--- src/rtl/instr_fetch_ir.sv ---
`default_nettype none
// ============================================================================
// Module      : instr_fetch_ir
// Description : Instruction fetch and instruction register stage of the
//               64-bit RISC-V core. Holds the PC and fetches 32-bit words
//               from instruction memory over a req/ack handshake. Latches
//               each returned word into the instruction register, which
//               feeds the immediate sign-extender and the decoder. Also
//               handles branch/jump redirects and flags memory timeouts.
// Revision    : 1.0 - initial release
// ----------------------------------------------------------------------------
// Ports:
//   clk          in   1   core clock; all state changes on the rising edge
//   reset        in   1   synchronous, active-high
//   mem_req      out  1   instruction-memory request
//   mem_addr     out  64  fetch address, always 4-byte aligned
//   mem_ack      in   1   response valid; looked at only while mem_req=1
//   mem_rdata    in   32  instruction word, valid in the mem_ack cycle
//   ir_out       out  32  latched instruction word
//   ir_pc        out  64  PC of the instruction held in ir_out
//   ir_valid     out  1   ir_out holds an instruction not yet consumed
//   ir_ready     in   1   downstream accepts ir_out this cycle
//   redirect     in   1   branch/jump taken: flush and refetch
//   redirect_pc  in  64   new PC; bits [1:0] are ignored
//   fetch_err    out  1   sticky memory-timeout flag
// ============================================================================
module instr_fetch_ir #(
    parameter logic [63:0] RESET_PC = 64'h0,
    parameter int unsigned TIMEOUT  = 16     // legal range 2..255
) (
    input  logic        clk,
    input  logic        reset,
    output logic        mem_req,
    output logic [63:0] mem_addr,
    input  logic        mem_ack,
    input  logic [31:0] mem_rdata,
    output logic [31:0] ir_out,
    output logic [63:0] ir_pc,
    output logic        ir_valid,
    input  logic        ir_ready,
    input  logic        redirect,
    input  logic [63:0] redirect_pc,
    output logic        fetch_err
);

    // ------------------------------------------------------------------
    // State encoding and constants
    // ------------------------------------------------------------------
    localparam logic [1:0] c_ST_IDLE = 2'd0;
    localparam logic [1:0] c_ST_REQ  = 2'd1;
    localparam logic [1:0] c_ST_HOLD = 2'd2;
    localparam logic [1:0] c_ST_ERR  = 2'd3;

    // Last counter value that still belongs to the request window. With
    // the counter starting at 0 in the first REQ cycle, mem_req stays high
    // for exactly TIMEOUT cycles.
    localparam logic [7:0]  c_TO_LAST    = 8'(TIMEOUT - 1);
    localparam logic [63:0] c_ALIGN_MASK = ~64'h3;
    localparam logic [63:0] c_PC_STEP    = 64'd4;

    // ------------------------------------------------------------------
    // Registered state
    // ------------------------------------------------------------------
    logic [1:0]  r_state;
    logic [63:0] r_pc;
    logic [31:0] r_ir;
    logic [63:0] r_ir_pc;
    logic        r_ir_valid;
    logic        r_mem_req;
    logic        r_fetch_err;
    logic [7:0]  r_cnt;

    // ------------------------------------------------------------------
    // Next-state values
    // ------------------------------------------------------------------
    logic [1:0]  w_state_nxt;
    logic [63:0] w_pc_nxt;
    logic [31:0] w_ir_nxt;
    logic [63:0] w_ir_pc_nxt;
    logic        w_ir_valid_nxt;
    logic        w_fetch_err_nxt;
    logic [7:0]  w_cnt_nxt;

    always_comb begin
        w_state_nxt     = r_state;
        w_pc_nxt        = r_pc;
        w_ir_nxt        = r_ir;
        w_ir_pc_nxt     = r_ir_pc;
        w_ir_valid_nxt  = r_ir_valid;
        w_fetch_err_nxt = r_fetch_err;
        w_cnt_nxt       = r_cnt;

        if (redirect) begin
            // A redirect overrides everything in flight: a same-cycle ack
            // is dropped and a same-cycle ir_ready is a flush, not a consume.
            w_state_nxt     = c_ST_IDLE;
            w_pc_nxt        = redirect_pc & c_ALIGN_MASK;
            w_ir_valid_nxt  = 1'b0;
            w_fetch_err_nxt = 1'b0;
            w_cnt_nxt       = 8'd0;
        end else begin
            case (r_state)
                c_ST_IDLE: begin
                    // Single bubble cycle before a request goes out.
                    w_state_nxt = c_ST_REQ;
                    w_cnt_nxt   = 8'd0;
                end

                c_ST_REQ: begin
                    if (mem_ack) begin
                        // An ack wins over the timeout in the final cycle.
                        w_ir_nxt       = mem_rdata;
                        w_ir_pc_nxt    = r_pc;
                        w_pc_nxt       = r_pc + c_PC_STEP;
                        w_ir_valid_nxt = 1'b1;
                        w_cnt_nxt      = 8'd0;
                        w_state_nxt    = c_ST_HOLD;
                    end else if (r_cnt == c_TO_LAST) begin
                        w_fetch_err_nxt = 1'b1;
                        w_cnt_nxt       = 8'd0;
                        w_state_nxt     = c_ST_ERR;
                    end else begin
                        w_cnt_nxt = r_cnt + 8'd1;
                    end
                end

                c_ST_HOLD: begin
                    if (r_ir_valid && ir_ready) begin
                        w_ir_valid_nxt = 1'b0;
                        w_state_nxt    = c_ST_REQ;
                    end
                end

                c_ST_ERR: begin
                    // Parked until a redirect or reset arrives.
                    w_fetch_err_nxt = 1'b1;
                    w_ir_valid_nxt  = 1'b0;
                end

                default: begin
                    w_state_nxt = c_ST_IDLE;
                end
            endcase
        end
    end

    // ------------------------------------------------------------------
    // State register. mem_req is held in its own flop so that it is a clean
    // registered output, and it is loaded from the next-state decode so it
    // always matches the REQ state.
    // ------------------------------------------------------------------
    always_ff @(posedge clk) begin
        if (reset) begin
            r_state     <= c_ST_IDLE;
            r_pc        <= RESET_PC & c_ALIGN_MASK;
            r_ir        <= 32'd0;
            r_ir_pc     <= 64'd0;
            r_ir_valid  <= 1'b0;
            r_mem_req   <= 1'b0;
            r_fetch_err <= 1'b0;
            r_cnt       <= 8'd0;
        end else begin
            r_state     <= w_state_nxt;
            r_pc        <= w_pc_nxt;
            r_ir        <= w_ir_nxt;
            r_ir_pc     <= w_ir_pc_nxt;
            r_ir_valid  <= w_ir_valid_nxt;
            r_mem_req   <= (w_state_nxt == c_ST_REQ);
            r_fetch_err <= w_fetch_err_nxt;
            r_cnt       <= w_cnt_nxt;
        end
    end

    // ------------------------------------------------------------------
    // Outputs
    // ------------------------------------------------------------------
    assign mem_req   = r_mem_req;
    assign mem_addr  = r_pc;
    assign ir_out    = r_ir;
    assign ir_pc     = r_ir_pc;
    assign ir_valid  = r_ir_valid;
    assign fetch_err = r_fetch_err;

endmodule
`default_nettype wire
--- config.mk ---
export PLATFORM = sky130hd
export DESIGN_NAME = instr_fetch_ir
export DESIGN_NICKNAME = d
export VERILOG_FILES = /design/src/rtl/instr_fetch_ir.sv
export SDC_FILE = /design/constraint.sdc
export NUM_CORES = 1
export LEC_CHECK = 0
export BUFFER_PORTS_ARGS = -buffer_cell sky130_fd_sc_hd__buf_2
export CAP_MARGIN = 25
export CORE_ASPECT_RATIO = 1.4
export CORE_MARGIN = 3
export CORE_UTILIZATION = 54
export CTS_CLUSTER_SIZE = 30
export DETAILED_ROUTE_END_ITERATION = 8
export GPL_TIMING_DRIVEN = 0
export PLACE_DENSITY = 0.87
export SKIP_LAST_GASP = 1
export SLEW_MARGIN = 20
export SYNTH_ARGS = -nofsm -noshare
export SYNTH_HDL_FRONTEND = slang
export SYNTH_SLANG_ARGS = --single-unit
export TNS_END_PERCENT = 20
--- constraint.sdc ---
create_clock -name clk -period 5.2 [get_ports clk]
set_clock_uncertainty 0.15 [all_clocks]
set_input_delay 1.04 -clock clk [delete_from_list [all_inputs] [get_ports clk]]
set_output_delay 1.04 -clock clk [all_outputs]
set_load 0.1 [all_outputs]
# Word-level counts from Yosys, hierarchy flattened
# Cells that the tools add are included.
word_totals:
  regBits: 173
  inputBits: 101
  output_inout_bits: 163
  elab_cells: 51
classes:
  add_sub_neg: 2
  eq_ne: 9
  mux: 17
  bitwise: 1
  reduce_logical: 13
ops:
  columns: ["operator", "n"]
  rows:
  - ["$mux W64", 3]
  - ["$add A64 B3 Y64 const B", 1]
  - ["$mux W8", 2]
  - ["$pmux W8 S2", 1]
  - ["$reduce_and A3 Y1", 3]
  - ["$add A8 B1 Y8 const B", 1]
  - ["$eq A8 B4 Y1 const B", 1]
  - ["$mux W2", 4]
  - ["$ne A2 B2 Y1 const B", 4]
  - ["$reduce_bool A2 Y1", 4]
  - ["$pmux W2 S3", 1]
  - ["$eq A2 B1 Y1 const B", 2]
  - ["$eq A2 B2 Y1 const B", 2]
  - ["$mux W1", 4]
  - ["$reduce_and A2 Y1", 2]
  - ["$pmux W1 S3", 1]
  - ["$reduce_bool A3 Y1", 1]
  - ["$logic_not A2 Y1", 1]
  - ["$pmux W1 S2", 1]
  - ["$reduce_or A2 Y1", 1]
  - ["$logic_and A1 B1 Y1", 1]
  - ["$not A1 Y1", 1]

# Longest topological paths before layout
logic_depth:
  word_depth: 6
  ltp_mapped: 7
  ltp_nobuf: 6

# Least setup slack after synthesis
# No wires, ideal clock.
synth_path:
  kind: "register to register"
  startpoint: "register r_pc[2] (netlist: mem_addr[2])"
  endpoint: "register r_pc[56] (netlist: mem_addr[56])"
  setup_ps: 91
  t_arrival_ps: 2922
  required_ps: 4959
  slack_ps: 2037
  stages_incl_launch_ff: 7
  path_buffers: 0
  period_less_slack_ps: 3163
  cell_sequence: "dfxtp_1 ha_1 nand4_2 nor4_1 nand4_1 or4_1 a311oi_1"
synth_between:
  elab_chain_cells: 4
synth_rtl:
  columns: ["element", "line", "source"]
  rows:
  - ["start: declaration", "65", "logic [63:0] r_pc;"]
  - ["start signal: assignment", "155", "r_pc <= RESET_PC & c_ALIGN_MASK;"]
  - ["start signal: assignment", "164", "r_pc <= w_pc_nxt;"]
  - ["$add A64 B3 Y64", "114", "w_pc_nxt = r_pc + c_PC_STEP;"]
  - ["$mux W64", "110", "if (mem_ack) begin"]
  - ["$mux W64", "102", "case (r_state)"]
  - ["$mux W64", "93", "if (redirect) begin"]
# Every way passes these cells. The select of a mux whose other input is x is not followed.
# A chain may end at the register's enable or synchronous reset.

# Worst setup path after layout
layout_path:
  startpoint: "input mem_ack"
  endpoint: "register r_pc[60] (netlist: mem_addr[60])"
layout_between:
  elab_chain_cells: 2
layout_rtl:
  columns: ["element", "line", "source"]
  rows:
  - ["start: declaration", "35", "input logic mem_ack,"]
  - ["$reduce_bool A2 Y1 (no line)", null, null]
  - ["$reduce_and A2 Y1 (no line)", null, null]
# Every way passes these cells.

==> flow_summary_export.csv <==
group,metric,value,unit
layout,instances_no_fill,1458,
layout,area_growth_syn_to_layout,27.7,%
placement,numPlacedInstances,1425,
layout,nNetsFinal,1365,
global_routing,grt_pass1_vias,8014,
worst_setup_path,worstPathMaxFanout,10,
synthesis,synth_common_cells,"sky130_fd_sc_hd__nand2_1, sky130_fd_sc_hd__dfxtp_1, sky130_fd_sc_hd__a21oi_1, sky130_fd_sc_hd__clkbuf_1, sky130_fd_sc_hd__nor2_1",
synthesis,ys_seq_area_share,44.5,%
route,route.detailed.drc,0,
timing,max_slew_headroom,29.0,%
cts,worst_skew_pair.late_latency,0.42,ns
cts,max_root_sink_buffers,2,
timing,final_hold_viol_count,0,
timing,layout_setup_ws,1.82,ns
synthesis,synth_largest_type_area_fraction,44.5,%
synthesis,yosys_warnings,0,
layout,filler_cell_count,1144,
global_routing,groute.usage.overall,32.7,%
route,vias,8541,
cts,clock-sinks,169,
cts,cts_htree_levels,4,
worst_setup_path,arrival,3.51,ns
floorplanning,design.portCount,264,
timing,final-setup-viol-count,0,
worst_setup_path,regToRegStartpoint,"mem_addr[2]",
floorplanning,core_region,0.0136,mm²
timing,rsz_0062_raised_after_global_routing,"false",
layout,layout_cell_share_with_drive_strength_beyond_1,24.2,%
placement,gpl.final_weighted_congestion,0.988,
timing,post-route-period-util,65.0,%
route,antenna_left,0,
cts,tritoncts_clock_tree,"yes",
cts,cts-root-buf,"sky130_fd_sc_hd__clkbuf_16",
cts,postCtsHoldBufs,0,
timing,timing_max_transition_violations_final,0,
worst_setup_path,endpoint_kind,"register",
worst_setup_path,critical_path_required,5.33,ns
placement,dp_worst_setup_slack,1.57,ns
worst_setup_path,worst-path-buf-inv,2,
route,initialDrtViolationCount,792,
synthesis,post_synth_num_cell_types,53,
floorplanning,floorplan.die.width,106,µm
global_routing,grt_start_max_net_pins,17,
power_and_ir_drop,max-vdd-ir-drop,231,µV
floorplanning,number_of_core_rows,50,
synthesis,postSynth.asyncResetShare,0,%
cts,post-cts-setup-buffers,0,
timing,tightest_pin_transition,1.06,ns
min_path,worstHoldStart,"ir_pc[34]",
worst_setup_path,setup.worst_path.class,"in -> reg",
min_path,hold_depth,2,
timing,max_clock_freq,296,MHz
worst_setup_path,critical_path.top_delay_family,"simple AND/OR/NAND/NOR gates",
synthesis,leading_cell_types_by_total_area_after_synthesis,"sky130_fd_sc_hd__dfxtp_1, sky130_fd_sc_hd__nand2_1, sky130_fd_sc_hd__a21oi_1, sky130_fd_sc_hd__clkbuf_1, sky130_fd_sc_hd__nor2_1",
global_routing,antenna_found_initial,1,
route,drt_first_pass_iters,6,
worst_setup_path,critPathSlowestCell,"sky130_fd_sc_hd__nor4_1",
timing,post-route-min-period,3.38,ns
floorplanning,die_h,146,µm
floorplanning,start_util,56.0,%
synthesis,ys.flop_type,"sky130_fd_sc_hd__dfxtp_1",
worst_setup_path,timing.reg2reg.setup_slack,2.00,ns
min_path,hold_path_end,"ir_pc[34]",
min_path,holdCritPathClass,"reg -> reg",
floorplanning,dieArea,0.0155,mm²
placement,io_buffers,257,
synthesis,postSynthRegisterBits,169,
synthesis,syn-mean-instance-area,7.73,µm²
worst_setup_path,regToRegEndpoint,"mem_addr[56]",
worst_setup_path,critical_path_launch_point_type,"input pin",
synthesis,post_synth_instance_area,0.00760,mm²
worst_setup_path,worst_path_largest_cell_delay,0.84,ns
worst_setup_path,timing.reg2reg.worst_path_depth,6,
route,routed_wire_length_per_instance,17.8,µm
cts,clk_transition_reported_paths,0.07,ns
synthesis,post_synth_inst_count,983,
job,max_cap_viol_count,0,
global_routing,global_route_wire_length_before_repair,40900,µm
worst_setup_path,crit_chain,"buf_2 -> nand3b_1 -> clkbuf_1 -> nor4_1 -> nand4_1 -> mux2i_1 -> o211ai_1",
run_status,status,"complete, no violations",
placement,dp_hpwl,19400,µm
worst_setup_path,critical_path_depth,7,
timing,setup_tns,0,ns
route,final_wirelength,25900,µm
cts,postCtsResizedCells,0,
power_and_ir_drop,p_per_cell_area,332,mW/mm²
synthesis,yosysTopAreaCell,"sky130_fd_sc_hd__dfxtp_1",
synthesis,synth-edff-count,0,
route,viasPerCell,5.86,
cts,cts_inserted_buffers,17,
layout,final_core_util,71.5,%
power_and_ir_drop,power.static_leakage,3.93,nW
synthesis,yosysMostFrequentCell,"sky130_fd_sc_hd__nand2_1",
global_routing,grt_remaining_overflow,0,
[layer usage]
layer  vias up  share of wire [%]  global-route usage (%)
li1       4026                  -                       -
met1      3953                 37                    39.1
met2       478                 49                    55.9
met3        84                9.0                    6.24
met4         0                4.3                    15.9
met5         -                  0                       0
[kinds of logic (layout without fill, tap and decap cells)]
kind of cell,count (synthesis),count (layout),share of synthesized area [%]
adder cells (fa/ha/maj),2,2,0.329
buffers and inverters,83,372,4.37
AND/OR/NAND/NOR,483,483,30.3
multiplexers,6,6,0.791
other,1,5,0.0494
XOR/XNOR,26,26,3.00
AO/OA/AOI/OAI,213,213,16.6
flip-flops,169,169,44.5
[through the flow]
stage,total power [mW],hold WS (ns),cell area [µm²]
3_5_place_dp,2.00,0.294,9120
3_3_place_gp,2.00,0.289,9120
2_1_floorplan,1.86,0.312,7610
6_report,3.23,0.300,9700
5_1_grt,3.32,0.316,9700
4_1_cts,3.23,0.303,9700
[cells in the final DEF (no fill, tap or decap), drive strengths merged, types with 2 or more instances in the layout]
| master | n |
|---|---|
| o21ai | 19 |
| buf | 271 |
| nand3b | 4 |
| conb | 4 |
| o31ai | 7 |
| o21a | 3 |
| xor2 | 13 |
| nand4 | 32 |
| and2 | 3 |
| clkinv | 4 |
| a22oi | 3 |
| nor4 | 24 |
| nor3b | 6 |
| inv | 17 |
| mux2i | 6 |
| or4 | 13 |
| a21oi | 119 |
| or3 | 13 |
| dfxtp | 169 |
| clkbuf | 76 |
| a211o | 3 |
| o21bai | 2 |
| or4b | 2 |
| nand3 | 32 |
| o211ai | 10 |
| nor3 | 16 |
| nor2 | 57 |
| a31oi | 13 |
| nor2b | 3 |
| a311oi | 14 |
| or2 | 2 |
| nand2 | 253 |
| xnor2 | 13 |
| a211oi | 16 |
| and4 | 7 |
| and3 | 12 |
| clkinvlp | 3 |
| ha | 2 |
[cell type report]
| cell class | count | area (µm²) | area share (%) |
|---|---|---|---|
| diodes | 1 | 2.50 | 0.0258 |
| plain buffers | 72 | 290 | 2.99 |
| clock buffers | 18 | 439 | 4.53 |
| clock inverters | 14 | 138 | 1.42 |
| inverters | 11 | 41.3 | 0.426 |
| multi-input cells | 734 | 3890 | 40.1 |
| flip-flops and latches | 169 | 3380 | 34.9 |
| well taps | 182 | 228 | 2.35 |
| repair buffers | 257 | 1290 | 13.3 |
[worst max-delay path by stage]
stage | startpoint | to | slack, ns
2_1_floorplan | mem_addr[2] | mem_addr[56] | 2.04
3_3_place_gp | mem_ack | mem_addr[60] | 1.59
5_1_grt | mem_ack | mem_addr[60] | 1.81
4_1_cts | mem_ack | mem_addr[60] | 1.99
3_5_place_dp | mem_ack | mem_addr[60] | 1.57
6_report | mem_ack | mem_addr[60] | 1.82
[report_power, final]
part           internal [mW]  switching, mW  leakage [nW]
sequential              1.34         0.0648          1.38
clock                  0.684          0.560         0.278
combinational          0.111          0.467          2.28
[flip-flops by register name, indices dropped and copies added (netlist names)]
signal / cells
ir_pc: 62
r_cnt: 8
ir_valid: 1
mem_addr: 62
r_state: 2
ir_out: 32
fetch_err: 1
mem_req: 1
[worst min-delay path: stages (launching register included)]
cell and delay [ns]:
sky130_fd_sc_hd__dfxtp_1 0.31, sky130_fd_sc_hd__nand2_1 0.05, sky130_fd_sc_hd__a21oi_1 0.05
Power figures use the tool's default switching activity.
